### src/rtl/axi4_lite_pkg.sv
// Shared AXI4-Lite definitions: response codes, read-master state type and
// the response-to-error mapping used when capturing RRESP.
package axi4_lite_pkg;

  localparam logic [1:0] RESP_OKAY   = 2'b00;
  localparam logic [1:0] RESP_EXOKAY = 2'b01;
  localparam logic [1:0] RESP_SLVERR = 2'b10;
  localparam logic [1:0] RESP_DECERR = 2'b11;

  typedef enum logic [1:0] {
    ST_IDLE,
    ST_ADDR,
    ST_DATA,
    ST_RESP
  } rd_state_e;

  function automatic logic resp_is_err(input logic [1:0] rresp);
    return (rresp == RESP_SLVERR) || (rresp == RESP_DECERR);
  endfunction

endpackage

### src/rtl/axi4_lite_timeout_ctr.sv
// Per-phase cycle counter for the AXI4-Lite read master; expired_o flags the
// last permitted cycle of a phase (count == TIMEOUT_CYCLES-1).
module axi4_lite_timeout_ctr #(
  parameter int TIMEOUT_CYCLES = 256
) (
  input  logic clk,
  input  logic rst,
  input  logic clear_i,
  input  logic enable_i,
  output logic expired_o
);

  localparam int CW = $clog2(TIMEOUT_CYCLES);

  logic [CW-1:0] cnt_q;

  always_ff @(posedge clk or posedge rst) begin
    if (rst) begin
      cnt_q <= '0;
    end else if (clear_i) begin
      cnt_q <= '0;
    end else if (enable_i) begin
      cnt_q <= cnt_q + 1'b1;
    end
  end

  assign expired_o = enable_i && (cnt_q == CW'(TIMEOUT_CYCLES - 1));

endmodule

### src/rtl/axi4_lite_read_master.sv
// Single-outstanding AXI4-Lite read initiator. Define AXI4_LITE_RD_TIMEOUT_EN
// to abort an AR or R phase after TIMEOUT_CYCLES cycles without a handshake.
module axi4_lite_read_master
  import axi4_lite_pkg::*;
#(
  parameter int ADDR_WIDTH     = 32,
  parameter int DATA_WIDTH     = 32,
  parameter int TIMEOUT_CYCLES = 256
) (
  input  logic                  clk,
  input  logic                  rst,
  input  logic                  req_valid,
  input  logic [ADDR_WIDTH-1:0] req_addr,
  output logic                  req_ready,
  output logic                  resp_valid,
  output logic [DATA_WIDTH-1:0] resp_data,
  output logic                  resp_err,
  output logic                  resp_timeout,
  output logic [ADDR_WIDTH-1:0] M_AXI_ARADDR,
  output logic                  M_AXI_ARVALID,
  input  logic                  M_AXI_ARREADY,
  input  logic [DATA_WIDTH-1:0] M_AXI_RDATA,
  input  logic [1:0]            M_AXI_RRESP,
  input  logic                  M_AXI_RVALID,
  output logic                  M_AXI_RREADY
);

  if (TIMEOUT_CYCLES < 2) begin : g_timeout_param_chk
    $error("TIMEOUT_CYCLES must be at least 2");
  end

  rd_state_e             state_q;
  logic [ADDR_WIDTH-1:0] addr_q;
  logic [DATA_WIDTH-1:0] data_q;
  logic                  err_q;
  logic                  timeout_q;
  logic                  timeout_hit;

`ifdef AXI4_LITE_RD_TIMEOUT_EN
  logic in_phase;
  logic phase_clear;

  assign in_phase    = (state_q == ST_ADDR) || (state_q == ST_DATA);
  // Clearing outside a phase and on the AR handshake gives count 0 in the first cycle of each phase.
  assign phase_clear = !in_phase || ((state_q == ST_ADDR) && M_AXI_ARREADY);

  axi4_lite_timeout_ctr #(
    .TIMEOUT_CYCLES(TIMEOUT_CYCLES)
  ) u_timeout_ctr (
    .clk      (clk),
    .rst      (rst),
    .clear_i  (phase_clear),
    .enable_i (in_phase),
    .expired_o(timeout_hit)
  );
`else
  assign timeout_hit = 1'b0;
`endif

  always_ff @(posedge clk or posedge rst) begin
    if (rst) begin
      state_q   <= ST_IDLE;
      addr_q    <= '0;
      data_q    <= '0;
      err_q     <= 1'b0;
      timeout_q <= 1'b0;
    end else begin
      case (state_q)
        ST_IDLE: begin
          if (req_valid) begin
            addr_q  <= req_addr;
            state_q <= ST_ADDR;
          end
        end
        ST_ADDR: begin
          if (M_AXI_ARREADY) begin
            state_q <= ST_DATA;
          end else if (timeout_hit) begin
            data_q    <= '0;
            err_q     <= 1'b1;
            timeout_q <= 1'b1;
            state_q   <= ST_RESP;
          end
        end
        ST_DATA: begin
          if (M_AXI_RVALID) begin
            data_q    <= M_AXI_RDATA;
            err_q     <= resp_is_err(M_AXI_RRESP);
            timeout_q <= 1'b0;
            state_q   <= ST_RESP;
          end else if (timeout_hit) begin
            data_q    <= '0;
            err_q     <= 1'b1;
            timeout_q <= 1'b1;
            state_q   <= ST_RESP;
          end
        end
        ST_RESP: state_q <= ST_IDLE;
        default: state_q <= ST_IDLE;
      endcase
    end
  end

  assign req_ready     = (state_q == ST_IDLE);
  assign M_AXI_ARVALID = (state_q == ST_ADDR);
  assign M_AXI_RREADY  = (state_q == ST_DATA);
  assign resp_valid    = (state_q == ST_RESP);
  assign M_AXI_ARADDR  = addr_q;
  assign resp_data     = data_q;
  assign resp_err      = err_q;
  assign resp_timeout  = timeout_q;

endmodule

### config.mk
export PLATFORM = sky130hd
export DESIGN_NAME = axi4_lite_read_master
export DESIGN_NICKNAME = d
export VERILOG_FILES = /design/src/rtl/axi4_lite_pkg.sv /design/src/rtl/axi4_lite_timeout_ctr.sv /design/src/rtl/axi4_lite_read_master.sv
export SDC_FILE = /design/constraint.sdc
export NUM_CORES = 1
export LEC_CHECK = 0
export ABC_AREA = 1
export CORE_UTILIZATION = 44
export DETAILED_ROUTE_END_ITERATION = 12
export GPL_TIMING_DRIVEN = 0
export PLACE_DENSITY = 0.82
export SYNTH_ARGS = -nofsm -noshare
export SYNTH_HDL_FRONTEND = slang
export SYNTH_SLANG_ARGS = --single-unit
### constraint.sdc
create_clock -name clk -period 5.7 [get_ports clk]
set_input_delay 0.855 -clock clk [delete_from_list [all_inputs] [get_ports clk]]
set_output_delay 0.855 -clock clk [all_outputs]
set_load 0.005 [all_outputs]
==> metrics.cfg, run 1 <==
[run_status]
outcome = complete, no violations

[final_layout]
antenna_cells = 0
layout.cells.non_filler = 541
nets = 536
area_delta_synth_final_pct = 57.3
final_area_um2 = 4590
drive_gt1_share_pct = 11.4

[sta]
hold_viol = 0
slew_headroom_pct = 54.2
max_freq_ghz = 0.411
worst_slew_pin_slew_ns = 0.687
setup_violations = 0
setup_ws_ns = 3.26
grt_setup_unrepaired = false
drv_slew = 0
skew_ns = 0.00587
fin_crit_sh_pct = 42.7
finalCriticalPeriod_ns = 2.44
tns_ns = 0

[global_routing]
grt_max_degree = 37
grt_usage_pct = 22.0
grt_pass1_wl_um = 12100
grt_pass1_vias = 2584
grt_overflow_total = 0
grt_antenna_before_repair = 0

[power]
pwr_density_cell_nw_per_um2 = 498
finalPower_uw = 2280
p_leak_uw = 0.00226
ir_drop_mv = 0.263

[floorplanning]
die_h_um = 83.4
num_rows = 29
initial_core_util_pct = 45.7
core_area_um2 = 6390
die_w_um = 83.4
ios = 141
die_area_um2 = 6960

[placed_design]
routabilityCongestion = 0.757
portBuffers = 136
postPlaceCellArea_um2 = 4390
dp_cells = 526
dp_hpwl_um = 5300
pre_cts_ws_ns = 3.61

[setup_path]
cp.required_ns = 4.85
cp.arrival_ns = 1.58
start_kind = flop
slowest_stage = clkdlybuf4s50_1
critical-path-top-delay-family = buffers and inverters
cpPeakStageDelay_ns = 0.51
worst_setup_path_end_kind = output port
critPathBufInv = 2
criticalPathCategory = flop to output port
worst-path-max-fanout = 4
path_cells = inv_1 -> ha_1 -> clkdlybuf4s50_1

[clock_tree]
cts_num_sinks = 67
numCtsBuffers = 9
cts_root_buf = clkbuf_8
clockBufferDepth = 2
post_cts_buffers = 0
clk_pin_slew_ns = 0.07
hold_buffers = 0
htree_levels = 3
clk_latency_ns = 0.33
cts_resized = 0
cts_tree = built

[logic_synthesis]
synth_seq_cells = 67
ys_types = 14
syn_nets = 388
postSynthAreaPerCell_um2 = 9.34
synth_area_um2 = 2920
synthCells = 312
synth_warnings = 0
ys_seq_area_share_pct = 57.5

[run]
max-cap-violations = 0

[route]
drtPass1Iterations = 4
drt-wirelength-per-cell_um = 13.1
num_vias = 2612
drc_errors = 0
first_iter_violations = 70
wl_um = 7080
routed_via_density = 4.83
drtAntennaViolNets = 0

[hold_path]
hold_class = flop to flop

==> layout make-up <==
type                    instances  area [um^2]
plain buffers                  23          218
clock buffers                  13          159
clock inverters                 2         35.0
fillers                       489         1800
inverters                       8         30.0
multi-input cells             214          991
flip-flops and latches         67         1680
well taps                      77         96.3
repair buffers                137         1380
==> kinds of logic after synthesis <==
group         count (synthesis)  share of synthesized area (%)
fa+ha+maj                     5                           2.15
other cells                   1                          0.129
flops                        67                           57.5
buf+inv                      31                           8.50
simple gates                208                           31.7
==> where the power goes <==
part           total, uW  internal, uW  switching, uW
combinational       1060           624            440
sequential           826           699            128
clock                392           223            169
==> cells in the final DEF (no fill, tap or decap), types with 5 or more instances in the layout <==
cell type / n
buf_4: 11
buf_6: 12
clkbuf_8: 11
clkdlybuf4s50_1: 136
dfrtp_1: 67
ha_1: 5
inv_1: 6
nand2_1: 127
nand2_2: 11
nand3_1: 65
==> worst register-to-register path, delay by kind of cell (launching register included) <==
family,cells,cell delay [ns]
buf+inv,3,0.45
simple gates,3,0.21
fa+ha+maj,1,0.20
flops,1,0.42
==> sequential cells by signal (all words and copies together) (netlist names) <==
register,cells
resp_err,1
M_AXI_ARADDR,32
state_q,2
resp_data,32
==> stage by stage <==
| stage | util, % | hold slack [ns] |
|---|---|---|
| finish | 71.8 | 0.468 |
| global route | 71.8 | 0.503 |
| CTS | 71.8 | 0.475 |
| detailed placement | 68.8 | 0.459 |
| global placement | 68.5 | 0.452 |
| floorplan | - | 0.464 |
==> layer usage <==
metal | global-route usage, % | vias to the layer above | wire length [um]
met3 | 7.36 | 10 | 655
li1 | - | 1278 | -
met1 | 26.4 | 1211 | 3010
met4 | 8.93 | 0 | 98
met5 | 0 | - | 0
met2 | 36.4 | 113 | 3320
==> worst paths after layout <==
| kind | from | to | slack, ns | cells past startpoint |
|---|---|---|---|---|
| min in group asynchronous | rst | resp_data[24]$_DFFE_PP0P_ | 0.96 | 2 |
| worst min register to register | M_AXI_ARADDR[18]$_DFFE_PP0P_ | M_AXI_ARADDR[18]$_DFFE_PP0P_ | 0.47 | 2 |
| worst max-delay path | state_q[0]$_DFFE_PP0P_ | M_AXI_RREADY | 3.26 | 3 |
| worst max register to register | state_q[0]$_DFFE_PP0P_ | resp_data[23]$_DFFE_PP0P_ | 4.33 | 7 |
| max in group asynchronous | rst | M_AXI_ARADDR[17]$_DFFE_PP0P_ | 4.11 | 3 |
| worst min-delay path | M_AXI_ARADDR[18]$_DFFE_PP0P_ | M_AXI_ARADDR[18]$_DFFE_PP0P_ | 0.47 | 2 |
==> cells in the mapped netlist <==
cell	instances	area share, %
nand2_1	127	16
dfrtp_1	67	58
nand3_1	65	11
buf_6	12	4.6
buf_4	11	2.8
nand2_2	11	2.4
inv_1	7	0.90
ha_1	5	2.1
nand4_1	2	0.43
conb_1	1	0.13
inv_2	1	0.13
nand2_4	1	0.39
nand2_8	1	0.69
nand3_2	1	0.34
No activity file was read; power rests on OpenSTA's default activity.
==> inputs of run 2 (changes only) <==
--- a/config.mk
+++ b/config.mk
@@ -6,10 +6,10 @@
 export NUM_CORES = 1
 export LEC_CHECK = 0
 export ABC_AREA = 1
-export CORE_UTILIZATION = 44
+export CORE_UTILIZATION = 41
 export DETAILED_ROUTE_END_ITERATION = 12
 export GPL_TIMING_DRIVEN = 0
-export PLACE_DENSITY = 0.82
+export PLACE_DENSITY = 0.77
 export SYNTH_ARGS = -nofsm -noshare
 export SYNTH_HDL_FRONTEND = slang
 export SYNTH_SLANG_ARGS = --single-unit
==> constraint.sdc (replaced) <==
create_clock -name clk -period 2.36 [get_ports clk]
set_input_delay 0.354 -clock clk [delete_from_list [all_inputs] [get_ports clk]]
set_output_delay 0.354 -clock clk [all_outputs]
set_load 0.005 [all_outputs]
==> run 2 against run 1 <==
Effect of this change: utilization fell by 4.7 points; critical path depth did not move; count of clock-buffer cells in the layout fell by 2; highest routed layer unchanged.
==> metrics.cfg, run 2 (synthesis results as in run 1) <==
[final_layout]
final_common_cell = clkdlybuf4s50_1  ; unchanged
seqCellArea_um2 = 1680  ; unchanged
antenna_cells = 0  ; unchanged
area_delta_synth_final_pct = 57.2  ; was 57.3%
drive_gt1_share_pct = 11.7  ; was 11.4%
layout_common_cells = clkdlybuf4s50_1, nand2_1, dfrtp_1  ; unchanged
final_area_um2 = 4580  ; was 4590 um^2
nets = 536  ; unchanged
num-fill-cells = 572  ; was 489
multiInputGateArea_um2 = 991  ; unchanged

[clock_tree]
htree_levels = 3  ; unchanged
clk_pin_slew_ns = 0.07  ; about the same
clk_latency_ns = 0.33  ; about the same
post_cts_buffers = 0  ; unchanged
hold_buffers = 0  ; unchanged
cts_tree = built  ; unchanged
clockBufferDepth = 2  ; unchanged
cts_num_sinks = 67  ; unchanged
cts_root_buf = clkbuf_8  ; unchanged
cts_resized = 0  ; unchanged
numCtsBuffers = 9  ; unchanged

[placed_design]
pre_cts_ws_ns = 0.776  ; was 3.61 ns
dp_hpwl_um = 5420  ; was 5300 um
routabilityCongestion = 0.759  ; was 0.757
portBuffers = 136  ; unchanged
postPlaceCellArea_um2 = 4420  ; was 4390 um^2

[setup_path]
start_kind = flop  ; unchanged
worst_setup_path_end_kind = output port  ; unchanged
cp.required_ns = 2.01  ; was 4.85 ns
worst-path-max-fanout = 4  ; unchanged
cp.arrival_ns = 1.59  ; was 1.58 ns
criticalPathCategory = flop to output port  ; unchanged

[route]
wl_um = 7230  ; was 7080 um
routed_via_density = 4.67  ; was 4.83
drt-wirelength-per-cell_um = 12.9  ; was 13.1 um
drtAntennaViolNets = 0  ; unchanged
drc_errors = 0  ; unchanged
drtPass1Iterations = 4  ; unchanged
first_iter_violations = 55  ; was 70
num_vias = 2613  ; was 2,612

[hold_path]
hold_class = primary input to flop  ; was flop to flop

[sta]
fin_crit_sh_pct = 82.4
worst_slew_pin_slew_ns = 0.668  ; was 0.687 ns
max_freq_ghz = 0.514
finalCriticalPeriod_ns = 1.95
slew_headroom_pct = 55.4  ; was 54.2%
hold_slack_ns = 0.331  ; was 0.468 ns
drv_slew = 0  ; unchanged
grt_setup_unrepaired = false  ; unchanged
setup_ws_ns = 0.415  ; was 3.26 ns
setup_violations = 0  ; unchanged
skew_ns = 0.00968  ; was 0.00587 ns
hold_viol = 0  ; unchanged

[floorplanning]
num_rows = 30  ; was 29
die_area_um2 = 7450  ; was 6960 um^2
die_h_um = 86.3  ; was 83.4 um
initial_core_util_pct = 42.7  ; was 45.7%
core_area_um2 = 6830  ; was 6390 um^2
die_w_um = 86.3  ; was 83.4 um
ios = 141  ; unchanged

[global_routing]
grt_antenna_before_repair = 0  ; unchanged
grt_usage_pct = 20.3  ; was 22.0%
grt_overflow_total = 0  ; unchanged
grt_pass1_wl_um = 11700  ; was 12,100 um
grt_max_degree = 38  ; was 37
grt_pass1_vias = 2529  ; was 2,584

[run]
max-cap-violations = 0  ; unchanged

[power]
ir_drop_mv = 0.684  ; was 0.263 mV
pwr_density_cell_nw_per_um2 = 1180  ; was 498 nW/um^2
p_leak_uw = 0.00225  ; was 0.00226 uW

[run_status]
outcome = complete, no violations  ; unchanged

## run 2: final timing paths
check	slack, ns	endpoint	cells after the start	startpoint
max reg2reg	0.97	resp_data[27]$_DFFE_PP0P_	7	state_q[0]$_DFFE_PP0P_
max	0.41	M_AXI_RREADY	3	state_q[0]$_DFFE_PP0P_
min	0.33	resp_data[28]$_DFFE_PP0P_	3	M_AXI_RVALID
max in group asynchronous	1.29	M_AXI_ARADDR[22]$_DFFE_PP0P_	3	rst
min reg2reg	0.47	resp_data[6]$_DFFE_PP0P_	2	resp_data[6]$_DFFE_PP0P_
min in group asynchronous	0.44	resp_data[18]$_DFFE_PP0P_	2	rst
## run 2: routing by layer
metal	GRT usage [%]	vias to the layer above	part of all wire, %
met5	0	-	0
met4	7.27	0	0.66
met3	8.29	6	11
met2	33.3	115	47
met1	24.3	1215	41
li1	-	1277	-
## run 2: final cells by class
| cell class | instances | share of cell area, % |
|---|---|---|
| Tap cell | 96 | 2.62 |
| Clock inverter | 3 | 0.328 |
| Sequential cell | 67 | 36.6 |
| Timing Repair Buffer | 137 | 30.1 |
| Clock buffer | 11 | 3.30 |
| Inverter | 8 | 0.655 |
| Multi-Input combinational cell | 214 | 21.6 |
| Buffer | 23 | 4.75 |
## run 2: power breakdown
part / switching [uW] / internal [uW]
Combinational: 1070 / 1510
Clock: 408 / 422
Sequential: 310 / 1690
Total: 1780 / 3620
## run 2: critical path: stages (launching register included)
cell	delay, ns
dfrtp_1	0.42
inv_1	0.12
ha_1	0.20
clkdlybuf4s50_1	0.52
## run 2: metrics by stage
step           power, uW  cells  TNS [ns]  util, %
2_1_floorplan       3120    312         0        -
3_3_place_gp        4530    544    -53.36     64.4
3_5_place_dp        4620    545         0     64.7
4_1_cts             5460    559         0     67.1
5_1_grt             5810    559         0     67.1
6_report            5400    559         0     67.1
==> inputs of run 3 (changes only) <==
--- a/config.mk
+++ b/config.mk
@@ -6,10 +6,10 @@
 export NUM_CORES = 1
 export LEC_CHECK = 0
 export ABC_AREA = 1
-export CORE_UTILIZATION = 41
+export CORE_UTILIZATION = 37
 export DETAILED_ROUTE_END_ITERATION = 12
 export GPL_TIMING_DRIVEN = 0
-export PLACE_DENSITY = 0.77
+export PLACE_DENSITY = 0.73
 export SYNTH_ARGS = -nofsm -noshare
 export SYNTH_HDL_FRONTEND = slang
 export SYNTH_SLANG_ARGS = --single-unit
==> constraint.sdc (replaced) <==
create_clock -name clk -period 1.68 [get_ports clk]
set_input_delay 0.252 -clock clk [delete_from_list [all_inputs] [get_ports clk]]
set_output_delay 0.252 -clock clk [all_outputs]
set_load 0.005 [all_outputs]
==> run 3 against run 2 <==
Effect of this change: worst setup slack got worse by 0.31 ns; register-to-register slack got worse by 0.67 ns; clock power rose by 81%; count of clock-buffer cells in the layout did not move; sequential cell count did not move; cell area rose by 2.9%; largest power group unchanged; highest routed layer unchanged.
==> metrics.cfg, run 3 (synthesis results as in run 1) <==
[global_routing]
grt_pass1_vias = 2628  ; was 2,529
grt_max_degree = 35  ; was 38
grt_usage_pct = 18.3  ; was 20.3%
grt_pass1_wl_um = 12000  ; was 11,700 um
grt_antenna_before_repair = 0  ; unchanged
grt_overflow_total = 0  ; unchanged

[setup_path]
worst_setup_path_end_kind = output port  ; unchanged
worst-path-max-fanout = 3  ; was 4
reg2reg_depth = 8  ; was 7
crit_start = state_q[0]$_DFFE_PP0P_  ; unchanged
start_kind = flop  ; unchanged
r2r-start = state_q[0]$_DFFE_PP0P_  ; unchanged
regToRegEndpoint = resp_data[10]$_DFFE_PP0P_  ; was resp_data[27]$_DFFE_PP0P_
cp.required_ns = 1.43  ; was 2.01 ns
crit_end = M_AXI_RREADY  ; unchanged
cp.arrival_ns = 1.32  ; was 1.59 ns
criticalPathCategory = flop to output port  ; unchanged
r2r_slack_ns = 0.30  ; was 0.97 ns

[clock_tree]
clk_latency_ns = 0.33  ; about the same
numCtsBuffers = 9  ; unchanged
clockBufferDepth = 2  ; unchanged
htree_levels = 3  ; unchanged
cts_num_sinks = 67  ; unchanged
clk_pin_slew_ns = 0.07  ; about the same
cts_tree = built  ; unchanged
cts_root_buf = clkbuf_8  ; unchanged

[run]
max-cap-violations = 0  ; unchanged

[floorplanning]
num_rows = 32  ; was 30
die_area_um2 = 8240  ; was 7450 um^2
die_h_um = 90.8  ; was 86.3 um
ios = 141  ; unchanged
die_w_um = 90.8  ; was 86.3 um
core_area_um2 = 7690  ; was 6830 um^2
initial_core_util_pct = 37.9  ; was 42.7%

[route]
wl_um = 7200  ; was 7230 um
drtAntennaViolNets = 0  ; unchanged
drtPass1Iterations = 4  ; unchanged
first_iter_violations = 58  ; was 55
routed_via_density = 4.57  ; was 4.67
drc_errors = 0  ; unchanged
drt-wirelength-per-cell_um = 12.5  ; was 12.9 um
num_vias = 2627  ; was 2,613

[sta]
finalCriticalPeriod_ns = 1.57
tns_ns = 0  ; unchanged
worst_slew_pin_slew_ns = 0.740  ; was 0.668 ns
drv_slew = 0  ; unchanged
max_freq_ghz = 0.635
hold_slack_ns = 0.215  ; was 0.331 ns
grt_setup_unrepaired = false  ; unchanged
setup_violations = 0  ; unchanged
hold_viol = 0  ; unchanged
slew_headroom_pct = 50.6  ; was 55.4%
fin_crit_sh_pct = 93.7
skew_ns = 0.00597  ; was 0.00968 ns

[placed_design]
routabilityCongestion = 0.758  ; was 0.759
dp_hpwl_um = 5360  ; was 5420 um
portBuffers = 136  ; unchanged

[final_layout]
num-fill-cells = 690  ; was 572
multiInputGateArea_um2 = 996  ; was 991 um^2
antenna_cells = 0  ; unchanged
nets = 544  ; was 536
seqCellArea_um2 = 1680  ; unchanged
final_common_cell = clkdlybuf4s50_1  ; unchanged
layout_common_cells = clkdlybuf4s50_1, nand2_1, dfrtp_1  ; unchanged
finish.utilization_pct = 61.3  ; was 67.1%
area_delta_synth_final_pct = 61.8  ; was 57.2%
drive_gt1_share_pct = 14.6  ; was 11.7%

[hold_path]
hold_class = primary input to flop  ; unchanged

[power]
pwr_density_cell_nw_per_um2 = 1700  ; was 1180 nW/um^2
p_leak_uw = 0.00233  ; was 0.00225 uW
finalPower_uw = 8030  ; was 5400 uW
ir_drop_mv = 0.854  ; was 0.684 mV

[run_status]
outcome = complete, no violations  ; unchanged

-- run 3: worst min path at each step --
stage                                 startpoint                            to  slack, ns  cells past startpoint
finish                              M_AXI_RVALID     resp_data[28]$_DFFE_PP0P_       0.21                      3
floorplan                        M_AXI_RDATA[25]     resp_data[25]$_DFFE_PP0P_       0.38                      2
global placement       resp_data[12]$_DFFE_PP0P_     resp_data[12]$_DFFE_PP0P_       0.45                      2
global route                        M_AXI_RVALID     resp_data[29]$_DFFE_PP0P_       0.23                      3
CTS                                 M_AXI_RVALID     resp_data[30]$_DFFE_PP0P_       0.20                      3
detailed placement  M_AXI_ARADDR[24]$_DFFE_PP0P_  M_AXI_ARADDR[24]$_DFFE_PP0P_       0.46                      2
-- run 3: critical path, cell delays in order, from the launching register on --
cell             delay, ns
dfrtp_1               0.39
inv_2                 0.06
buf_4                 0.13
ha_1                  0.21
clkdlybuf4s15_1       0.21
-- run 3: metal layers --
metal	global-route usage [%]	routed length (um)	vias to the layer above
met3	6.31	676	8
met1	22.0	3080	1200
li1	-	-	1299
met5	0	0	-
met4	6.99	92	0
met2	30.2	3360	120
-- run 3: cell type report --
type	instances	area share [%]
clock buffer	11	3.21
clock inverter	5	1.59
tap	102	2.71
multi-input combinational	214	21.1
sequential	67	35.6
buffer	23	4.62
inverter	8	0.716
timing repair buffer	145	30.5
-- run 3: report_power, final --
group | switching (uW) | internal, uW
registers | 426 | 2370
logic | 1530 | 2210
clock network | 589 | 909
total | 2550 | 5480
-- run 3: per-stage QoR --
stage,setup slack [ns],instances,instance area [um^2]
2_1_floorplan,0.433,312,2920
3_3_place_gp,-0.156,550,4410
3_5_place_dp,0.202,551,4430
4_1_cts,-0.0945,571,4680
5_1_grt,0.0304,575,4720
6_report,0.106,575,4720
-- run 3: what timing repair did --
item	CTS	global route
gates resized for setup	5	6
endpoints found under the setup margin	3	2
setup buffers	4	4
hold buffers	0	0
